## config.mk

```make
export PLATFORM = sky130hd
export DESIGN_NAME = ahb_lite_initiator
export DESIGN_NICKNAME = d
export VERILOG_FILES = /design/src/rtl/ahb_pkg.sv /design/src/rtl/ahb_init_timeout.sv /design/src/rtl/ahb_lite_initiator.sv
export SDC_FILE = /design/constraint.sdc
export NUM_CORES = 1
export LEC_CHECK = 0
export CAP_MARGIN = 0
export CORE_MARGIN = 10
export CORE_UTILIZATION = 40
export CTS_BUF_LIST = sky130_fd_sc_hd__clkbuf_4
export DETAILED_ROUTE_END_ITERATION = 8
export PLACE_DENSITY = 0.7
export REMOVE_ABC_BUFFERS = 1
export SYNTH_ARGS = -nofsm -noshare
export SYNTH_HDL_FRONTEND = slang
export SYNTH_HIERARCHICAL = 1
export SYNTH_SLANG_ARGS = --single-unit
export TNS_END_PERCENT = 30
```

## constraint.sdc

```tcl
create_clock -name clk -period 7.6 [get_ports clk]
set_input_delay 2.28 -clock clk [delete_from_list [all_inputs] [get_ports clk]]
set_output_delay 2.28 -clock clk [all_outputs]
set_load 0.02 [all_outputs]
```

## src/rtl/ahb_pkg.sv

```systemverilog
// Shared AHB-Lite definitions: HTRANS encodings and the command/response records
// used by the initiator and by the blocks that talk to it.
package ahb_pkg;

    localparam logic [1:0] HTRANS_IDLE   = 2'b00;
    localparam logic [1:0] HTRANS_NONSEQ = 2'b10;

    localparam int AHB_ADDR_W = 32;
    localparam int AHB_DATA_W = 32;

    typedef struct packed {
        logic                  write;
        logic [AHB_ADDR_W-1:0] addr;
        logic [AHB_DATA_W-1:0] wdata;
    } ahb_cmd_t;

    typedef struct packed {
        logic                  write;
        logic [AHB_DATA_W-1:0] rdata;
        logic                  err;
    } ahb_rsp_t;

endpackage

```

## src/rtl/ahb_init_timeout.sv

```systemverilog
// Wait-state watchdog for the initiator data phase: counts consecutive stalled
// cycles and raises a combinational abort on the edge that reaches the limit.
module ahb_init_timeout #(
    parameter int TIMEOUT_CYC = 16
) (
    input  logic clk,
    input  logic reset,
    input  logic i_stall,
    output logic o_abort
);

    localparam int CNT_W = $clog2(TIMEOUT_CYC + 1);

    logic [CNT_W-1:0] r_cnt;

    // The edge that would make the count equal TIMEOUT_CYC is the aborting edge.
    assign o_abort = i_stall && (r_cnt == CNT_W'(TIMEOUT_CYC - 1));

    always_ff @(posedge clk or posedge reset) begin
        if (reset) begin
            r_cnt <= '0;
        end else if (!i_stall || o_abort) begin
            r_cnt <= '0;
        end else begin
            r_cnt <= r_cnt + 1'b1;
        end
    end

endmodule

```

## src/rtl/ahb_lite_initiator.sv

```systemverilog
// Single-master AHB-Lite initiator: valid/ready command stream in, pipelined
// NONSEQ transfers out, one registered response per command. AHB_INIT_TIMEOUT_EN
// adds a data-phase wait-state timeout that completes the transfer with rsp_err.
module ahb_lite_initiator
    import ahb_pkg::*;
#(
    parameter int ADDR_W      = 32,
    parameter int DATA_W      = 32,
    parameter int TIMEOUT_CYC = 16
) (
    input  logic              clk,
    input  logic              reset,
    input  logic              cmd_valid,
    output logic              cmd_ready,
    input  logic              cmd_write,
    input  logic [ADDR_W-1:0] cmd_addr,
    input  logic [DATA_W-1:0] cmd_wdata,
    output logic              rsp_valid,
    output logic              rsp_write,
    output logic [DATA_W-1:0] rsp_rdata,
    output logic              rsp_err,
    output logic              HSEL,
    output logic [ADDR_W-1:0] HADDR,
    output logic [1:0]        HTRANS,
    output logic              HWRITE,
    output logic [DATA_W-1:0] HWDATA,
    output logic              HREADY,
    input  logic              HREADYOUT,
    input  logic [DATA_W-1:0] HRDATA
);

    // Command handshake: a command transfers on any edge where cmd_valid && cmd_ready.
    logic              r_ap_valid;
    logic              r_ap_write;
    logic [ADDR_W-1:0] r_ap_addr;
    logic [DATA_W-1:0] r_ap_wdata;
    logic              r_dp_valid;
    logic              r_dp_write;
    logic [DATA_W-1:0] r_dp_wdata;
    logic              r_rsp_valid;
    logic              r_rsp_write;
    logic [DATA_W-1:0] r_rsp_rdata;
    logic              r_rsp_err;

    logic w_abort;
    logic w_advance;
    logic w_accept;
    logic w_complete;

`ifdef AHB_INIT_TIMEOUT_EN
    ahb_init_timeout #(
        .TIMEOUT_CYC(TIMEOUT_CYC)
    ) u_timeout (
        .clk    (clk),
        .reset  (reset),
        .i_stall(r_dp_valid && !HREADYOUT),
        .o_abort(w_abort)
    );
`else
    assign w_abort = 1'b0;
`endif

    // An abort moves the pipeline exactly as a ready slave would.
    assign w_advance  = HREADYOUT || w_abort;
    assign cmd_ready  = !r_ap_valid || w_advance;
    assign w_accept   = cmd_valid && cmd_ready;
    assign w_complete = r_dp_valid && w_advance;

    always_ff @(posedge clk or posedge reset) begin
        if (reset) begin
            r_ap_valid <= 1'b0;
            r_ap_write <= 1'b0;
            r_ap_addr  <= '0;
            r_ap_wdata <= '0;
            r_dp_valid <= 1'b0;
            r_dp_write <= 1'b0;
            r_dp_wdata <= '0;
        end else begin
            if (w_advance) begin
                r_dp_valid <= r_ap_valid;
                r_dp_write <= r_ap_write;
                r_dp_wdata <= r_ap_wdata;
                r_ap_valid <= w_accept;
            end else if (w_accept) begin
                r_ap_valid <= 1'b1;
            end
            // Address fields only change on accept so HADDR/HWRITE hold while idle.
            if (w_accept) begin
                r_ap_write <= cmd_write;
                r_ap_addr  <= cmd_addr;
                r_ap_wdata <= cmd_wdata;
            end
        end
    end

    always_ff @(posedge clk or posedge reset) begin
        if (reset) begin
            r_rsp_valid <= 1'b0;
            r_rsp_write <= 1'b0;
            r_rsp_rdata <= '0;
            r_rsp_err   <= 1'b0;
        end else begin
            r_rsp_valid <= w_complete;
            if (w_complete) begin
                r_rsp_write <= r_dp_write;
                r_rsp_rdata <= (r_dp_write || w_abort) ? '0 : HRDATA;
                r_rsp_err   <= w_abort;
            end
        end
    end

    assign rsp_valid = r_rsp_valid;
    assign rsp_write = r_rsp_write;
    assign rsp_rdata = r_rsp_rdata;
    assign rsp_err   = r_rsp_err;

    assign HSEL   = r_ap_valid;
    assign HTRANS = r_ap_valid ? HTRANS_NONSEQ : HTRANS_IDLE;
    assign HADDR  = r_ap_addr;
    assign HWRITE = r_ap_write;
    assign HWDATA = r_dp_valid ? r_dp_wdata : '0;
    assign HREADY = HREADYOUT;

endmodule

```

==> reports/results.ini, run 1 <==
[placed_design]
post-dp-hpwl_mm=10.21
gp_congestion=0.7142
place_inst=757
placed_area_um2=7685
portBuffers=203

[power]
pwr_density_cell_nw_per_um2=246.7
switching_share_pct=29.44
cellLeakagePower_nw=3.483
combPwrFrac_pct=30.5
seqPwrFrac_pct=46.3
max-vdd-ir-drop_uv=110.7
pwr-share-clk_pct=23.1
switchingPower_w=0.0005770
p_total_w=0.001960
intPower_w=0.001383

[timing]
rsz0062_at_grt=no
finalHoldViolations=0
setup_tns_ns=0
timing.fmax_mhz=184.9
setup_viol=0
period_needed_ns=5.409
final_max_slew_viol_count=0
worstMarginPinSlew_ns=0.9615
slew_headroom_pct=35.90
period_share_pct=71.17
skew_ns=0.01319

[clock_network]
post_cts_buffers=0
cts_made_buffers=17
tritoncts=yes
cts_sinks=134
clock_path_buffers=2
cts_hold_buf=0
cts_resized=0
cts.htree.levels=4
cts-root-buf=clkbuf_4
clk_latency_ns=0.53
path_clk_slew_ns=0.09

[global_routing]
track_usage_pct=14.99
grt_first_pass_wirelength_mm=21.85
grt_max_degree=75
antenna_found_initial=0
first_global_vias=3975
grt-ovfl-total=0

[route]
vias=3674
wire_per_inst_um=17.98
routed_via_density=4.668
finalWirelength_mm=14.15
drt.antenna.violating_nets=0
drc_errors=0
drt_pass1_iterations=4
drt_iter0_markers=113

[cells_and_area]
fin_nets=697
diodes=0
area_growth_pct=42.67
instances_no_fill=787
fin_area_um2=7944
final_layout_size_suffix_gt1_share_pct=22.57
n_fill_cell=1182

[min_path]
whs_path_depth=2
worstHoldPathType=reg2reg

[logic_synthesis]
postSynthCellCount=397
synth-seq-area-share_pct=60.22
synth_largest_area_cell=dfrtp_1
synth.avg_cell_area_um2=14.02
synth_top_area_share_pct=60.22
synth_area_um2=5568
ys_seq_elements=134
ys_types=15
yosysWarningCount=6
yosys-top-cells-area=dfrtp_1 60%, mux2_4 13%, mux2_2 10%

[critical_path]
path_buf_inv=2
cp.depth=3
startpoint=HREADYOUT
worst-path-max-fanout=3
arrival_ns=3.13
reg2reg_to=HADDR[31]$_DFFE_PP0P_
critPathMaxStageDelay_ns=0.60
critPathKind=in2out
regToRegSetupSlack_ns=5.47
critical_path.endpoint=cmd_ready
start_kind=input pin
cp_top_family=buffers and inverters
crit_chain=buf_2, nand2b_4, clkdlybuf4s50_1
worstRegToRegCells=4
crit_path_end_kind=primary output
rr_startpoint=HSEL$_DFFE_PP0P_
cp.required_ns=5.32
slowest_stage=clkdlybuf4s50_1

[floorplan]
start_util_pct=40.43
io-pin-count=206
rows=43
die_w_um=138.0
core_um2=13770
fp.dieH_um=138.0
die_area_um2=19040

[outcome]
outcome=finished, final reports clean

[job]
cap_violations=0

[through the flow]
step                setup slack, ns  util, %  hold WS (ns)
floorplan                     1.737        -        0.4720
global placement              2.189    55.80        0.4639
detailed placement            2.186    55.80        0.4704
CTS                           2.184    57.68        0.4966
global route                  2.158    57.68        0.5107
finish                        2.191    57.68        0.4877
[worst min-delay path: stages (launching register included)]
cell and delay [ns]:
dfrtp_1 0.35, nand2_1 0.04, o21ai_0 0.06
[power by group through the flow]
stage | Clock [W] | Combinational, W | Sequential (W)
floorplan | 0 | 0.000241 | 0.000977
global placement | 0 | 0.000599 | 0.000914
detailed placement | 0 | 0.000608 | 0.000921
CTS | 0.000476 | 0.000610 | 0.000909
global route | 0.000506 | 0.000637 | 0.000925
finish | 0.000453 | 0.000599 | 0.000908
[state kept, by name, indices dropped and copies added (netlist names)]
register and cells:
r_dp_write 1, HSEL 1, HWRITE 1, rsp_write 1, r_ap_wdata 32, rsp_rdata 32
rsp_valid 1, HADDR 32, r_dp_wdata 32, r_dp_valid 1
[metal layers]
layer  vias to the layer above  wire [µm]  global-route usage, %
met5                         -          0                      0
met4                         0        120                  4.519
met3                        11       1543                  8.659
met2                       125       7021                  23.91
met1                      1827       5463                  16.63
li1                       1711          -                      -
[synthesized netlist by cell type]
cell / count
buf_2: 8
dfrtp_1: 134
conb_1: 1
nand2_1: 33
mux2_2: 50
inv_1: 2
buf_4: 5
mux2_4: 50
nand2b_1: 33
nand2b_4: 1
o21ai_0: 32
clkbuf_1: 9
nand2_2: 1
and2_1: 32
buf_6: 6
[cell families (layout without fill, tap and decap cells)]
kind of cell           Yosys count  in the layout  synth area share (%)
buffers and inverters           30            239                 3.348
other                            1              2               0.06735
flip-flops                     134            134                 60.22
multiplexers                   100            100                 23.60
AO/OA/AOI/OAI                   32             32                 2.876
AND/OR/NAND/NOR                100            100                 9.888
[final cells by class]
type | instances | area, µm² | area share (%)
Clock inverter | 6 | 78.83 | 0.9923
Tap cell | 180 | 225.2 | 2.835
Multi-Input combinational cell | 234 | 2037 | 25.64
Clock buffer | 24 | 180.2 | 2.268
Timing Repair Buffer | 207 | 2057 | 25.89
Sequential cell | 134 | 3353 | 42.21
Inverter | 2 | 12.51 | 0.1575
[layout by cell type (no fill, tap or decap)]
cell type        netlist  final
clkbuf_4               0     24
nand2_1               33     33
buf_2                  8      1
clkinv_1               0      1
dfrtp_1              134    134
buf_4                  5      4
mux2_2                50     50
nand2b_1              33     33
inv_1                  2      1
conb_1                 1      2
and2_1                32     32
nand2b_4               1      1
inv_6                  0      1
nand2_4                0      1
clkinv_2               0      3
mux2_4                50     50
bufinv_16              0      2
o21ai_0               32     32
clkdlybuf4s50_1        0    202
[worst min-delay path by stage]
stage / start / endpoint
after floorplan: r_dp_wdata[18]$_DFFE_PP0P_ / r_dp_wdata[18]$_DFFE_PP0P_
after global placement: rsp_rdata[16]$_DFFE_PP0P_ / rsp_rdata[16]$_DFFE_PP0P_
after detailed placement: rsp_rdata[4]$_DFFE_PP0P_ / rsp_rdata[4]$_DFFE_PP0P_
after CTS: rsp_rdata[4]$_DFFE_PP0P_ / rsp_rdata[4]$_DFFE_PP0P_
after global routing: rsp_rdata[26]$_DFFE_PP0P_ / rsp_rdata[26]$_DFFE_PP0P_
final: rsp_rdata[7]$_DFFE_PP0P_ / rsp_rdata[7]$_DFFE_PP0P_
Power figures use the tool's default switching activity.
==> inputs of run 2 (changes only) <==
- clock period: 7.6 -> 5.4 ns (I/O delays scaled with it)
==> reports/results.ini, run 2 (synthesis gave the netlist of run 1 again) <==
[timing]
rsz0062_at_grt=no  ; unchanged
slew_headroom_pct=38.16  ; was 35.90%
period_needed_ns=4.089
finalHoldViolations=0  ; unchanged
timing.fmax_mhz=244.5
skew_ns=0.01536  ; was 0.01319 ns
final_max_slew_viol_count=0  ; unchanged
setup_viol=0  ; unchanged
worstMarginPinSlew_ns=0.9277  ; was 0.9615 ns
layout_setup_ws_ns=1.311  ; was 2.191 ns
setup_tns_ns=0  ; unchanged
period_share_pct=75.73

[global_routing]
antenna_found_initial=0  ; unchanged
track_usage_pct=15.33  ; was 14.99%
grt_max_degree=90  ; was 75
grt-ovfl-total=0  ; unchanged
first_global_vias=4066  ; was 3975
grt_first_pass_wirelength_mm=22.34  ; was 21.85 mm

[route]
vias=3624  ; was 3674
drt_pass1_iterations=6  ; was 4
routed_via_density=4.593  ; was 4.668
wire_per_inst_um=18.01  ; was 17.98 µm
routed.top_layer=met4  ; unchanged
drt_iter0_markers=152  ; was 113
routed-wl-met2_mm=6.898  ; was 7.021 mm
drt.antenna.violating_nets=0  ; unchanged
finalWirelength_mm=14.21  ; was 14.15 mm
wl_met1_mm=5.531  ; was 5.463 mm
drc_errors=0  ; unchanged
dr_wl_met3_mm=1.576  ; was 1.543 mm

[critical_path]
path_buf_inv=2  ; unchanged
cp_top_family=buffers and inverters  ; unchanged
crit_chain=buf_2, nand2b_4, clkdlybuf4s50_1  ; unchanged
regToRegSetupSlack_ns=3.30  ; was 5.47 ns
worst-path-max-fanout=3  ; unchanged
start_kind=input pin  ; unchanged
cp.required_ns=3.78  ; was 5.32 ns
crit_path_end_kind=primary output  ; unchanged
critPathKind=in2out  ; unchanged
slowest_stage=clkdlybuf4s50_1  ; unchanged
arrival_ns=2.47  ; was 3.13 ns
critPathMaxStageDelay_ns=0.61  ; was 0.60 ns

[cells_and_area]
final_common_cell=clkdlybuf4s50_1  ; unchanged
fin_nets=698  ; was 697
final_layout_size_suffix_gt1_share_pct=22.17  ; was 22.57%
area_growth_pct=43.51  ; was 42.67%
final_cell_mix=202 x clkdlybuf4s50_1, 134 x dfrtp_1, 50 x mux2_2, 50 x mux2_4  ; unchanged
diodes=0  ; unchanged

[floorplan]
start_util_pct=40.43  ; unchanged
core_um2=13770  ; unchanged
io-pin-count=206  ; unchanged
die_w_um=138.0  ; unchanged
die_area_um2=19040  ; unchanged
rows=43  ; unchanged
fp.dieH_um=138.0  ; unchanged

[clock_network]
path_clk_slew_ns=0.10  ; was 0.09 ns
cts_sinks=134  ; unchanged
tritoncts=yes  ; unchanged
cts.htree.levels=4  ; unchanged
clock_path_buffers=2  ; unchanged
cts-root-buf=clkbuf_4  ; unchanged
cts_made_buffers=17  ; unchanged
post_cts_buffers=0  ; unchanged
cts_hold_buf=0  ; unchanged
cts_resized=0  ; unchanged
clk_latency_ns=0.52  ; was 0.53 ns

[placed_design]
portBuffers=203  ; unchanged
post-place-ws_ns=1.303  ; was 2.186 ns
gp_congestion=0.7135  ; was 0.7142
post-dp-hpwl_mm=10.31  ; was 10.21 mm

[power]
pwr_density_cell_nw_per_um2=354.3  ; was 246.7 nW/µm²
max-vdd-ir-drop_uv=180.0  ; was 110.7 µV
cellLeakagePower_nw=3.499  ; was 3.483 nW

[outcome]
outcome=finished, final reports clean  ; unchanged

[min_path]
worstHoldPathType=reg2reg  ; unchanged

[job]
cap_violations=0  ; unchanged

[run 2: worst paths after layout]
path,startpoint,to,cells after the start
worst max-delay path,HREADYOUT,cmd_ready,3
worst min-delay path,rsp_rdata[7]$_DFFE_PP0P_,rsp_rdata[7]$_DFFE_PP0P_,2
worst max register to register,HSEL$_DFFE_PP0P_,HADDR[27]$_DFFE_PP0P_,4
worst min register to register,rsp_rdata[7]$_DFFE_PP0P_,rsp_rdata[7]$_DFFE_PP0P_,2
max in group asynchronous,reset,HADDR[18]$_DFFE_PP0P_,3
min in group asynchronous,reset,HADDR[2]$_DFFE_PP0P_,2
[run 2: through the flow]
stage / area [µm²] / util, % / power [W] / cells / hold WS (ns)
after floorplan: 5393 / - / 0.001714 / 370 / 0.4720
after global placement: 7692 / 55.85 / 0.002131 / 758 / 0.4632
after detailed placement: 7692 / 55.85 / 0.002155 / 758 / 0.4699
after CTS: 7990 / 58.01 / 0.002876 / 789 / 0.4941
after global routing: 7990 / 58.01 / 0.002992 / 789 / 0.5153
final: 7990 / 58.01 / 0.002831 / 789 / 0.4882
[run 2: layer usage]
layer / up-vias / global-route usage [%]
met1: 1769 / 17.44
li1: 1712 / -
met2: 129 / 23.83
met4: 0 / 5.504
met5: - / 0
met3: 14 / 8.478
[run 2: final cells by class]
type / count / area (µm²)
tap: 180 / 225.2
fill: 1137 / 5783
clock inverter: 13 / 162.7
sequential: 134 / 3353
clock buffer: 18 / 135.1
timing repair buffer: 208 / 2064
multi-input combinational: 234 / 2037
inverter: 2 / 12.51
[run 2: power by group]
group	switching, W	total, W	leakage [nW]	internal (W)
sequential	0.000107	0.00128	1.61	0.00117
clock	0.000350	0.000711	0.163	0.000361
combinational	0.000369	0.000843	1.73	0.000473
total	0.000826	0.00283	3.50	0.00200
[run 2: worst register-to-register path: cells and delay by family, from the launching register on]
kind / cells / cell delay (ns)
buf+inv: 1 / 0.71
flops: 1 / 0.44
mux: 1 / 0.48
simple gates: 2 / 0.38
